$ cat config.mk
export PLATFORM = sky130hd
export DESIGN_NAME = spi_apb_sequencer
export DESIGN_NICKNAME = d
export VERILOG_FILES = /design/src/rtl/spi_apb_sequencer.sv
export SDC_FILE = /design/constraint.sdc
export NUM_CORES = 1
export LEC_CHECK = 0
export CORE_ASPECT_RATIO = 2
export CORE_MARGIN = 4
export CORE_UTILIZATION = 41
export DETAILED_ROUTE_END_ITERATION = 7
export PLACE_DENSITY = 0.85
export SYNTH_ARGS = -nofsm -noshare
export SYNTH_HDL_FRONTEND = slang
export SYNTH_SLANG_ARGS = --single-unit
$ cat constraint.sdc
create_clock -name pclk -period 3.1 [get_ports pclk]
set_input_delay 0.31 -clock pclk [delete_from_list [all_inputs] [get_ports pclk]]
set_output_delay 0.31 -clock pclk [all_outputs]
set_load 0.05 [all_outputs]
$ cat src/rtl/spi_apb_sequencer.sv
// Round-robin APB master that runs a fixed divider/ss/tx/ctrl+GO, poll, rx-read
// sequence on the SPI core for NREQ requesters. Optional macro: SPI_SEQ_TIMEOUT_EN.
module spi_apb_sequencer #(
  parameter int NREQ     = 2,
  parameter int POLL_MAX = 1023
) (
  input  logic                pclk,
  input  logic                presetn,
  input  logic [NREQ-1:0]     req_i,
  input  logic [NREQ*32-1:0]  req_tx_i,
  input  logic [NREQ*8-1:0]   req_ss_i,
  output logic [NREQ-1:0]     ack_o,
  output logic [NREQ-1:0]     done_o,
  output logic                err_o,
  output logic [31:0]         rx_data_o,
  output logic                busy_o,
  input  logic [15:0]         cfg_divider_i,
  input  logic [13:0]         cfg_ctrl_i,
  output logic [3:0]          m_psel,
  output logic                m_penable,
  output logic                m_pwrite,
  output logic [4:0]          m_paddr,
  output logic [31:0]         m_pwdata,
  input  logic [31:0]         m_prdata
);
  localparam int PW = (NREQ > 1) ? $clog2(NREQ) : 1;
  localparam logic [4:0] A_RX   = 5'h00;
  localparam logic [4:0] A_CTRL = 5'h10;
  localparam logic [4:0] A_DIV  = 5'h14;
  localparam logic [4:0] A_SS   = 5'h18;

  typedef enum logic [3:0] {
    IDLE, GRANT, WR_DIV, WR_SS, WR_TX, WR_GO, POLL, POLL_CAP, RD_RX, RX_CAP, DONE
  } state_t;

  state_t        state_q, state_d;
  logic          ph_q, ph_d;            // 0 = APB SETUP, 1 = APB ACCESS
  logic [PW-1:0] ptr_q, ptr_d;
  logic [PW-1:0] gnt_q, gnt_d;
  logic [31:0]   rx_q, rx_d;
  logic [31:0]   tx_q;
  logic [7:0]    ss_q;
  logic [15:0]   div_q;
  logic [13:0]   ctrl_q;

  logic          win_found;
  logic [PW-1:0] win_idx;
  logic [PW-1:0] cand_idx;
  int            cand;

`ifdef SPI_SEQ_TIMEOUT_EN
  logic [9:0]    cnt_q, cnt_d;
  logic          to_q, to_d;
  assign err_o = to_q && (state_q == DONE);
`else
  logic          unused_poll_max;
  assign unused_poll_max = ^POLL_MAX;
  assign err_o = 1'b0;
`endif

  assign rx_data_o = rx_q;

  // First pending request at or after the pointer, wrapping
  always_comb begin
    win_found = 1'b0;
    win_idx   = '0;
    cand      = 0;
    cand_idx  = '0;
    for (int i = 0; i < NREQ; i++) begin
      cand     = (int'(ptr_q) + i) % NREQ;
      cand_idx = PW'(cand);
      if (!win_found && req_i[cand_idx]) begin
        win_found = 1'b1;
        win_idx   = cand_idx;
      end
    end
  end

  always_comb begin
    state_d   = state_q;
    ph_d      = ph_q;
    ptr_d     = ptr_q;
    gnt_d     = gnt_q;
    rx_d      = rx_q;
`ifdef SPI_SEQ_TIMEOUT_EN
    cnt_d     = cnt_q;
    to_d      = to_q;
`endif
    ack_o     = '0;
    done_o    = '0;
    busy_o    = (state_q != IDLE);
    m_psel    = 4'h0;
    m_penable = 1'b0;
    m_pwrite  = 1'b0;
    m_paddr   = 5'h00;
    m_pwdata  = 32'h0;
    case (state_q)
      IDLE: if (win_found) begin
        gnt_d   = win_idx;
        state_d = GRANT;
      end
      GRANT: begin
        ack_o[gnt_q] = 1'b1;
        ph_d         = 1'b0;
`ifdef SPI_SEQ_TIMEOUT_EN
        to_d         = 1'b0;
`endif
        state_d      = WR_DIV;
      end
      WR_DIV: begin
        m_psel = 4'hF; m_penable = ph_q; m_pwrite = 1'b1;
        m_paddr = A_DIV; m_pwdata = {16'b0, div_q};
        ph_d = ~ph_q;
        if (ph_q) state_d = WR_SS;
      end
      WR_SS: begin
        m_psel = 4'hF; m_penable = ph_q; m_pwrite = 1'b1;
        m_paddr = A_SS; m_pwdata = {24'b0, ss_q};
        ph_d = ~ph_q;
        if (ph_q) state_d = WR_TX;
      end
      WR_TX: begin
        m_psel = 4'hF; m_penable = ph_q; m_pwrite = 1'b1;
        m_paddr = A_RX; m_pwdata = tx_q;
        ph_d = ~ph_q;
        if (ph_q) state_d = WR_GO;
      end
      WR_GO: begin
        m_psel = 4'hF; m_penable = ph_q; m_pwrite = 1'b1;
        m_paddr = A_CTRL; m_pwdata = {18'b0, ctrl_q | 14'h0100};
        ph_d = ~ph_q;
`ifdef SPI_SEQ_TIMEOUT_EN
        cnt_d = '0;
`endif
        if (ph_q) state_d = POLL;
      end
      POLL: begin
        m_psel = 4'hF; m_penable = ph_q; m_paddr = A_CTRL;
        ph_d = ~ph_q;
        if (ph_q) state_d = POLL_CAP;
      end
      POLL_CAP: begin
        m_paddr = A_CTRL;
        if (m_prdata[8]) begin
`ifdef SPI_SEQ_TIMEOUT_EN
          cnt_d = cnt_q + 10'd1;
          if (cnt_d == 10'(POLL_MAX)) begin
            to_d    = 1'b1;
            rx_d    = 32'h0;
            state_d = DONE;
          end else begin
            state_d = POLL;
          end
`else
          state_d = POLL;
`endif
        end else begin
          state_d = RD_RX;
        end
      end
      RD_RX: begin
        m_psel = 4'hF; m_penable = ph_q; m_paddr = A_RX;
        ph_d = ~ph_q;
        if (ph_q) state_d = RX_CAP;
      end
      RX_CAP: begin
        m_paddr = A_RX;
        rx_d    = m_prdata;
        state_d = DONE;
      end
      DONE: begin
        done_o[gnt_q] = 1'b1;
        ptr_d         = PW'((int'(gnt_q) + 1) % NREQ);
        state_d       = IDLE;
      end
      default: state_d = IDLE;
    endcase
  end

  always_ff @(posedge pclk or negedge presetn) begin
    if (!presetn) begin
      state_q <= IDLE;
      ph_q    <= 1'b0;
      ptr_q   <= '0;
      gnt_q   <= '0;
      rx_q    <= 32'h0;
`ifdef SPI_SEQ_TIMEOUT_EN
      cnt_q   <= '0;
      to_q    <= 1'b0;
`endif
    end else begin
      state_q <= state_d;
      ph_q    <= ph_d;
      ptr_q   <= ptr_d;
      gnt_q   <= gnt_d;
      rx_q    <= rx_d;
`ifdef SPI_SEQ_TIMEOUT_EN
      cnt_q   <= cnt_d;
      to_q    <= to_d;
`endif
    end
  end

  // Transfer parameters are captured in the ack cycle; requesters may change them afterwards
  always_ff @(posedge pclk) begin
    if (state_q == GRANT) begin
      tx_q   <= req_tx_i[32*int'(gnt_q) +: 32];
      ss_q   <= req_ss_i[8*int'(gnt_q) +: 8];
      div_q  <= cfg_divider_i;
      ctrl_q <= cfg_ctrl_i;
    end
  end

endmodule
# [Word level (Yosys, flattened, before mapping)]
# Cells that the tools add are included.
[totals] in_bits=146 latch_bits=0 out_inout_bits=81 ram_bits=0 word_cells=73 mem_count=0 mem_bits_ro=0 ff_bits=109
[op_classes] muxes=27 n_shift=2 eq_ne=17 reduce_logical=11 order_cmp=4 n_div=0 n_addsub=2 mul=0 bitwise_logic=1
[op_table] op="one-hot mux 32 bit (4 select lines)" count=1
[op_table] op="variable part select 64 x 7 -> 32 bit" count=1
[op_table] op="one-hot mux 4 bit (10 select lines)" count=1
[op_table] op="two-way mux 4 bit" count=9
[op_table] op="== test 4 x 3 -> 1 bit, second input constant" count=4
[op_table] op="variable part select 16 x 5 -> 8 bit" count=1
[op_table] op="one-hot mux 5 bit (3 select lines)" count=1
[op_table] op="!= test 2 bit, second input constant" count=7
[op_table] op="== test 4 bit, second input constant" count=3
[op_table] op="two-way mux 1 bit" count=11
[op_table] op="== test 4 x 2 -> 1 bit, second input constant" count=2
[op_table] op="AND reduction 7 bit" count=1
[op_table] op="< comparator 1 x 2 -> 1 bit, second input constant" count=3
[op_table] op="OR reduction 6 bit" count=1
[op_table] op="== test 4 x 1 -> 1 bit, second input constant" count=1
[op_table] op="logical NOT 4 bit" count=1
[op_table] op="two-way mux 2 bit" count=2
[op_table] op="nonzero test 4 bit" count=1
[op_table] op="OR reduction 4 bit" count=1
[op_table] op="OR reduction 3 bit" count=1
[op_table] op="adder 1 bit, second input constant" count=2
[op_table] op="logical AND 1 bit" count=2
[op_table] op="one-hot mux 1 bit (2 select lines)" count=1
[op_table] op="AND reduction 2 bit" count=1
[op_table] op="5 further kinds" count=5

# [Depth between registers and ports, before layout]
# Gate-level depths: netlist of the first run.
[depth] ltp_word=8 depth_mapped=6

# [Least setup slack after synthesis of the first run]
# OpenSTA, ideal clock, no wires.
[synth_path] kind="reg2out" from="register state_q[2]" to="output port m_pwdata[1]" path_slack_ns=0.430 stages_incl_launch_ff=6 n_path_buf=2 arrival_time_ns=2.360 path_cell_list="dfrtp_1 -> clkbuf_1 -> nor3b_2 -> clkbuf_1 -> a22oi_1 -> o21ai_0"
[synth_via] elab_chain_len=2
[synth_lines] item="start, declared" line="36" text="state_t state_q, state_d;"
[synth_lines] item="start signal, assigned" line="192" text="state_q <= state_d;"
[synth_lines] item="== test 4 x 3 -> 1 bit or == test 4 x 2 -> 1 bit (tied branches)" line="97" text="case (state_q)"
[synth_lines] item="one-hot mux 32 bit (4 select lines) *" line="97"
[synth_lines] item="end, declared" line="23" text="output logic [31:0] m_pwdata,"
# Mark *: on every way between the ends. The rest lies on a longest branch, timed or not.

# [Worst setup path after layout of the first run]
[layout_path] from="register state_q[3]" to="output port m_penable"
[layout_via] elab_chain_len=3
[layout_lines] item="== test 4 bit (tied with other cells)" line="97"
[layout_lines] item="OR reduction 6 bit (no line) *"
[layout_lines] item="two-way mux 1 bit *" line="97"
[layout_lines] item="end, declared" line="20" text="output logic m_penable,"
# Marked as above.

==> results.py, run 1 <==
metrics = {
    "routing": {
        "ant_nets": 0,
        "drt-wirelength-per-cell_um": 17.7,
        "dr.pass1.iters": 4,
        "viasPerCell": 4.94,
        "drc_errors": 0,
        "drt-total-wl_um": 12200,
        "num_vias": 3398,
        "drt_iter0_drc": 171,
    },
    "pwr": {
        "peakVddDrop_v": 0.000766,
        "p_comb_share_pct": 55.2,
        "power_density_nw_per_um2": 1020,
        "leakagePower_uw": 0.00290,
        "sw_frac_of_total_pct": 43.3,
        "power.switching_uw": 3280,
        "internal_power_uw": 4300,
        "clockPowerShare_pct": 14.4,
        "p_seq_share_pct": 30.4,
        "fin_total_pwr_uw": 7590,
    },
    "logic_synthesis": {
        "ys_seq_elements": 108,
        "avgSynthCellArea_sq_um": 14.6,
        "synth.area.mux_share_pct": 17.6,
        "async_flop_share_pct": 36.1,
        "synth_flop_cell": "edfxtp_1",
        "synthAdderAreaFrac_pct": 0.214,
        "synth_area_leaders": "edfxtp_1 44%, dfrtp_1 21%, mux2_2 10%",
        "yosys_warnings": 0,
        "synth_top_area_share_pct": 44.3,
        "synth-compound-area-share_pct": 6.95,
        "yosys.area_share.simple_pct": 7.19,
        "yosysUniqueCellTypes": 40,
        "syn_area_sq_um": 4680,
        "synth-edff-count": 69,
        "yosysSeqAreaShare_pct": 65.1,
        "yosys.area.top_type": "edfxtp_1",
        "synth-xor-area-share_pct": 0,
        "syn_inst": 320,
        "synth_top_family_by_area": "multiplexers",
    },
    "die": {
        "rows": 55,
        "die_h_um": 159,
        "io_pins": 227,
        "start_util_pct": 41.7,
        "coreArea_sq_um": 11200,
        "fp.dieW_um": 83.6,
        "design.die.area_sq_um": 13300,
    },
    "global_route": {
        "grt_use_met1_pct": 17.3,
        "grtUsageTotal_pct": 18.0,
        "grt_util_met2_pct": 35.8,
        "gr-total-overflow": 0,
        "antenna_found_initial": 0,
        "grt_pass1_wl_um": 18500,
        "grt_max_degree": 46,
        "grt_pass1_vias": 3558,
        "grt_util_met3_pct": 4.76,
        "gr-max-usage-layer": "met2",
    },
    "sta": {
        "fin_tns_setup_ns": 0,
        "maxSlewHeadroom_pct": 44.1,
        "period_needed_ns": 2.86,
        "hold_slack_ns": 0.0665,
        "setup_viol": 0,
        "rsz0062_at_grt": "no",
        "clock_skew_ns": 0.00808,
        "worst_pin_slew_ns": 0.839,
        "fin_crit_sh_pct": 92.3,
        "finalHoldViolations": 0,
        "timing.fmax_mhz": 349,
        "drv_slew": 0,
    },
    "critical_path": {
        "critPathBufInv": 1,
        "end_kind": "primary output",
        "crit_path_top_delay_cell": "clkdlybuf4s50_1",
        "cp.arrival_ns": 2.55,
        "cp_max_fo": 17,
        "critPathMaxStageDelay_ns": 0.80,
        "cp_top_family": "buffers and inverters",
        "worstPathCellList": "nor2b_1, a32o_1, and2_1, clkdlybuf4s50_1",
        "cp.required_ns": 2.79,
        "start_kind": "register",
        "critPathKind": "reg -> out",
    },
    "clock_tree": {
        "cts_resized": 0,
        "cts_buffers": 9,
        "clockRootBuffer": "clkbuf_16",
        "post_cts_buffers": 0,
        "cts_sinks": 108,
        "clock_path_buffers": 2,
        "clk_latency_ns": 0.34,
        "cts_tree": "done",
        "ctsHoldBuffers": 0,
        "cts-htree-levels": 3,
        "path_clk_slew_ns": 0.07,
    },
    "final_layout": {
        "diodes": 0,
        "final_cells": 688,
        "nets": 687,
        "final_common_cell": "clkdlybuf4s50_1",
        "syn_to_final_growth_pct": 59.3,
        "final_area_sq_um": 7460,
        "drive_above_1_share_pct": 19.4,
        "layout_common_cells": "191 x clkdlybuf4s50_1, 69 x edfxtp_1, 42 x mux2_2",
    },
    "place": {
        "io_buffers": 222,
        "placed_area_sq_um": 7170,
        "globalplace.congestion": 0.767,
        "placed_cells": 672,
        "place_hpwl_um": 9710,
    },
    "min_path": {
        "hp-class": "in -> async",
    },
    "job": {
        "maxCapViolCount": 0,
    },
    "outcome": {
        "outcome": "finished clean",
    },
}
[worst reg2reg max path, stage by stage (launching register included)]
cell      delay, ns
dfrtp_1        0.53
nand2b_1       0.28
or3_1          0.41
inv_2          0.11
buf_4          0.47
[per-stage QoR]
stage | util, % | worst slack (ns)
after floorplan | - | 0.430
after global placement | 63.9 | 0.682
after detailed placement | 63.9 | 0.617
after CTS | 66.5 | 0.233
after global routing | 66.5 | 0.0331
final | 66.5 | 0.238
[layout make-up]
type	count	area [sq um]
Clock buffer	9	225
Clock inverter	7	60.1
Fill cell	833	3760
Inverter	4	15.0
Multi-Input combinational cell	188	1520
Sequential cell	108	3050
Tap cell	142	178
Timing Repair Buffer	230	2410
[flip-flops by register name, indices dropped and copies added (netlist names)]
name,count
ctrl_q,13
gnt_q,1
rx_data_o,32
tx_q,32
div_q,16
ph_q,1
ptr_q,1
state_q,4
ss_q,8
[power groups by stage]
| stage | clock network, uW | logic [uW] | registers, uW |
|---|---|---|---|
| floorplan | 0 | 2020 | 2850 |
| global placement | 0 | 4160 | 2310 |
| detailed placement | 0 | 4210 | 2340 |
| CTS | 1120 | 4230 | 2310 |
| global route | 1170 | 4380 | 2350 |
| finish | 1090 | 4190 | 2310 |
[worst paths after layout]
kind | cells after the start | startpoint | to | slack [ns]
max | 4 | state_q[3] | m_penable | 0.24
min | 1 | presetn | rx_data_o[21] | 0.07
max reg2reg | 4 | state_q[1] | div_q[12] | 0.92
min reg2reg | 1 | rx_data_o[7] | rx_data_o[7] | 0.49
max in group asynchronous | 1 | presetn | gnt_q | 2.46
min in group pclk | 1 | rx_data_o[7] | rx_data_o[7] | 0.49
[cell usage after synthesis, types with 2 or more instances]
master / count
nor3_1: 2
buf_2: 3
edfxtp_1: 69
nand2b_1: 3
nor2b_1: 4
buf_1: 3
nor2_1: 8
a22o_1: 2
a21oi_1: 5
o21ai_1: 2
nand2_1: 18
dfrtp_1: 39
a22oi_1: 21
mux2_1: 30
and2_1: 19
mux2_2: 42
o21ai_0: 12
inv_1: 3
clkbuf_1: 9
buf_4: 6
[routing by layer]
layer / up-vias / share of wire (%)
met1: 1593 / 33
met2: 169 / 57
met5: - / 0
li1: 1621 / -
met4: 0 / 1.9
met3: 15 / 7.6
[cell families (layout without fill, tap and decap cells)]
kind of cell    Yosys count  after routing
simple gates             62             62
other cells               1              3
buf+inv                  26            250
compound gates           49             49
mux                      73             73
fa+ha+maj                 1              1
flops                   108            108
No activity file was read; power rests on OpenSTA's default activity.
==> run 2, diff against run 1 <==
Settings changed: REMOVE_ABC_BUFFERS set to 1.
==> results.py, run 2 (synthesized netlist as in run 1, its figures left out) <==
metrics = {
    "sta": {
        "hold_slack_ns": 0.0502,
        "maxSlewHeadroom_pct": 46.9,
        "clock_skew_ns": 0.00569,
        "rsz0062_at_grt": "no",
        "timing.fmax_mhz": 343,
        "fin_tns_setup_ns": 0,
        "worst_pin_slew_ns": 0.797,
        "period_needed_ns": 2.91,
        "setup_viol": 0,
        "drv_slew": 0,
        "fin_crit_sh_pct": 94.0,
        "finalHoldViolations": 0,
    },
    "final_layout": {
        "drive_above_1_share_pct": 18.9,
        "layout_common_cells": "192 x clkdlybuf4s50_1, 69 x edfxtp_1, 42 x mux2_2",
        "nets": 686,
        "utilization_pct": 66.6,
        "final_cells": 687,
        "final_common_cell": "clkdlybuf4s50_1",
        "fillers": 787,
        "regArea_sq_um": 3050,
        "multiInputGateArea_sq_um": 1520,
        "syn_to_final_growth_pct": 59.6,
        "diodes": 0,
    },
    "routing": {
        "dr.pass1.iters": 4,
        "drt-total-wl_um": 12200,
        "ant_nets": 0,
        "drc_errors": 0,
        "num_vias": 3446,
        "drt_iter0_drc": 147,
        "viasPerCell": 5.02,
        "drt-wirelength-per-cell_um": 17.8,
    },
    "pwr": {
        "p_seq_share_pct": 30.4,
        "fin_total_pwr_uw": 7630,
        "sw_frac_of_total_pct": 43.0,
        "power.switching_uw": 3280,
        "p_comb_share_pct": 54.8,
        "leakagePower_uw": 0.00290,
        "peakVddDrop_v": 0.000735,
        "power_density_nw_per_um2": 1020,
        "clockPowerShare_pct": 14.8,
        "internal_power_uw": 4350,
    },
    "critical_path": {
        "critPathKind": "reg -> out",
        "crit_path_top_delay_cell": "clkdlybuf4s50_1",
        "critPathMaxStageDelay_ns": 0.79,
        "start_kind": "register",
        "cp.arrival_ns": 2.60,
        "cp_max_fo": 17,
        "cp.required_ns": 2.79,
        "end_kind": "primary output",
        "r2r_setup_slack_ns": 0.97,
        "worstPathCellList": "nor2b_1, a32o_1, and2_1, clkdlybuf4s50_1",
    },
    "global_route": {
        "grt_pass1_vias": 3657,
        "grtUsageTotal_pct": 17.9,
        "grt_pass1_wl_um": 18700,
        "gr-total-overflow": 0,
        "grt_max_degree": 41,
        "antenna_found_initial": 0,
    },
    "clock_tree": {
        "post_cts_buffers": 0,
        "clockRootBuffer": "clkbuf_16",
        "cts_tree": "done",
        "ctsHoldBuffers": 0,
        "cts-htree-levels": 3,
        "path_clk_slew_ns": 0.07,
        "clk_latency_ns": 0.34,
        "cts_resized": 0,
        "cts_buffers": 9,
        "cts_sinks": 108,
        "clock_path_buffers": 2,
    },
    "die": {
        "rows": 55,
        "io_pins": 227,
        "fp.dieW_um": 83.6,
        "coreArea_sq_um": 11200,
        "die_h_um": 159,
        "design.die.area_sq_um": 13300,
        "start_util_pct": 41.7,
    },
    "place": {
        "io_buffers": 222,
        "globalplace.congestion": 0.860,
        "place_hpwl_um": 9840,
        "placed_cells": 671,
    },
    "min_path": {
        "hp-class": "in -> async",
    },
    "outcome": {
        "outcome": "finished clean",
    },
    "job": {
        "maxCapViolCount": 0,
    },
}
[run 2: changes by cell type in the layout (fill, tap and decap cells not counted), sizes merged]
cell	delta
clkbuf	+1
inv	+1
buf	-2
clkinvlp	-1
clkinv	-1
clkdlybuf4s50	+1
[run 2: final cells by class]
class / count / area share [%]
flip-flops and latches: 108 / 40.8
repair buffers: 229 / 32.3
multi-input cells: 188 / 20.3
clock buffers: 10 / 3.35
well taps: 142 / 2.38
clock inverters: 6 / 0.687
inverters: 4 / 0.201
[run 2: routing by layer]
layer  GRT usage [%]  vias to the layer above  routed length [um]
li1                -                     1619                   -
met1            17.4                     1619                4090
met2            34.2                      184                6730
met3            5.13                       24                 955
met4            7.83                        0                 421
met5               0                        -                   0
[run 2: power groups by stage]
| stage | Sequential [uW] | Combinational, uW | Clock, uW |
|---|---|---|---|
| 2_1_floorplan | 2950 | 1840 | 0 |
| 6_report | 2320 | 4180 | 1130 |
| 5_1_grt | 2370 | 4380 | 1210 |
| 4_1_cts | 2320 | 4240 | 1150 |
| 3_5_place_dp | 2350 | 4230 | 0 |
| 3_3_place_gp | 2320 | 4160 | 0 |
[run 2: final timing paths]
path                            start         to  cells past startpoint
setup / recovery           state_q[3]  m_penable                      4
hold / removal                presetn      ptr_q                      1
setup reg to reg           state_q[1]    tx_q[4]                      4
hold reg to reg                 ptr_q      ptr_q                      1
max in group asynchronous     presetn      gnt_q                      1
min in group pclk               ptr_q      ptr_q                      1
[run 2: worst max-delay path, delay by kind of cell (launching register included)]
| kind | cells | cell delay, ns |
|---|---|---|
| buf+inv | 1 | 0.79 |
| compound gates | 1 | 0.35 |
| simple gates | 2 | 0.46 |
| flops | 1 | 0.67 |
[run 2: stage by stage]
stage	worst slack, ns	area [sq um]
6_report	0.186	7470
5_1_grt	0.0193	7470
4_1_cts	0.183	7470
3_5_place_dp	0.581	7170
3_3_place_gp	0.617	7170
2_1_floorplan	-0.148	4570
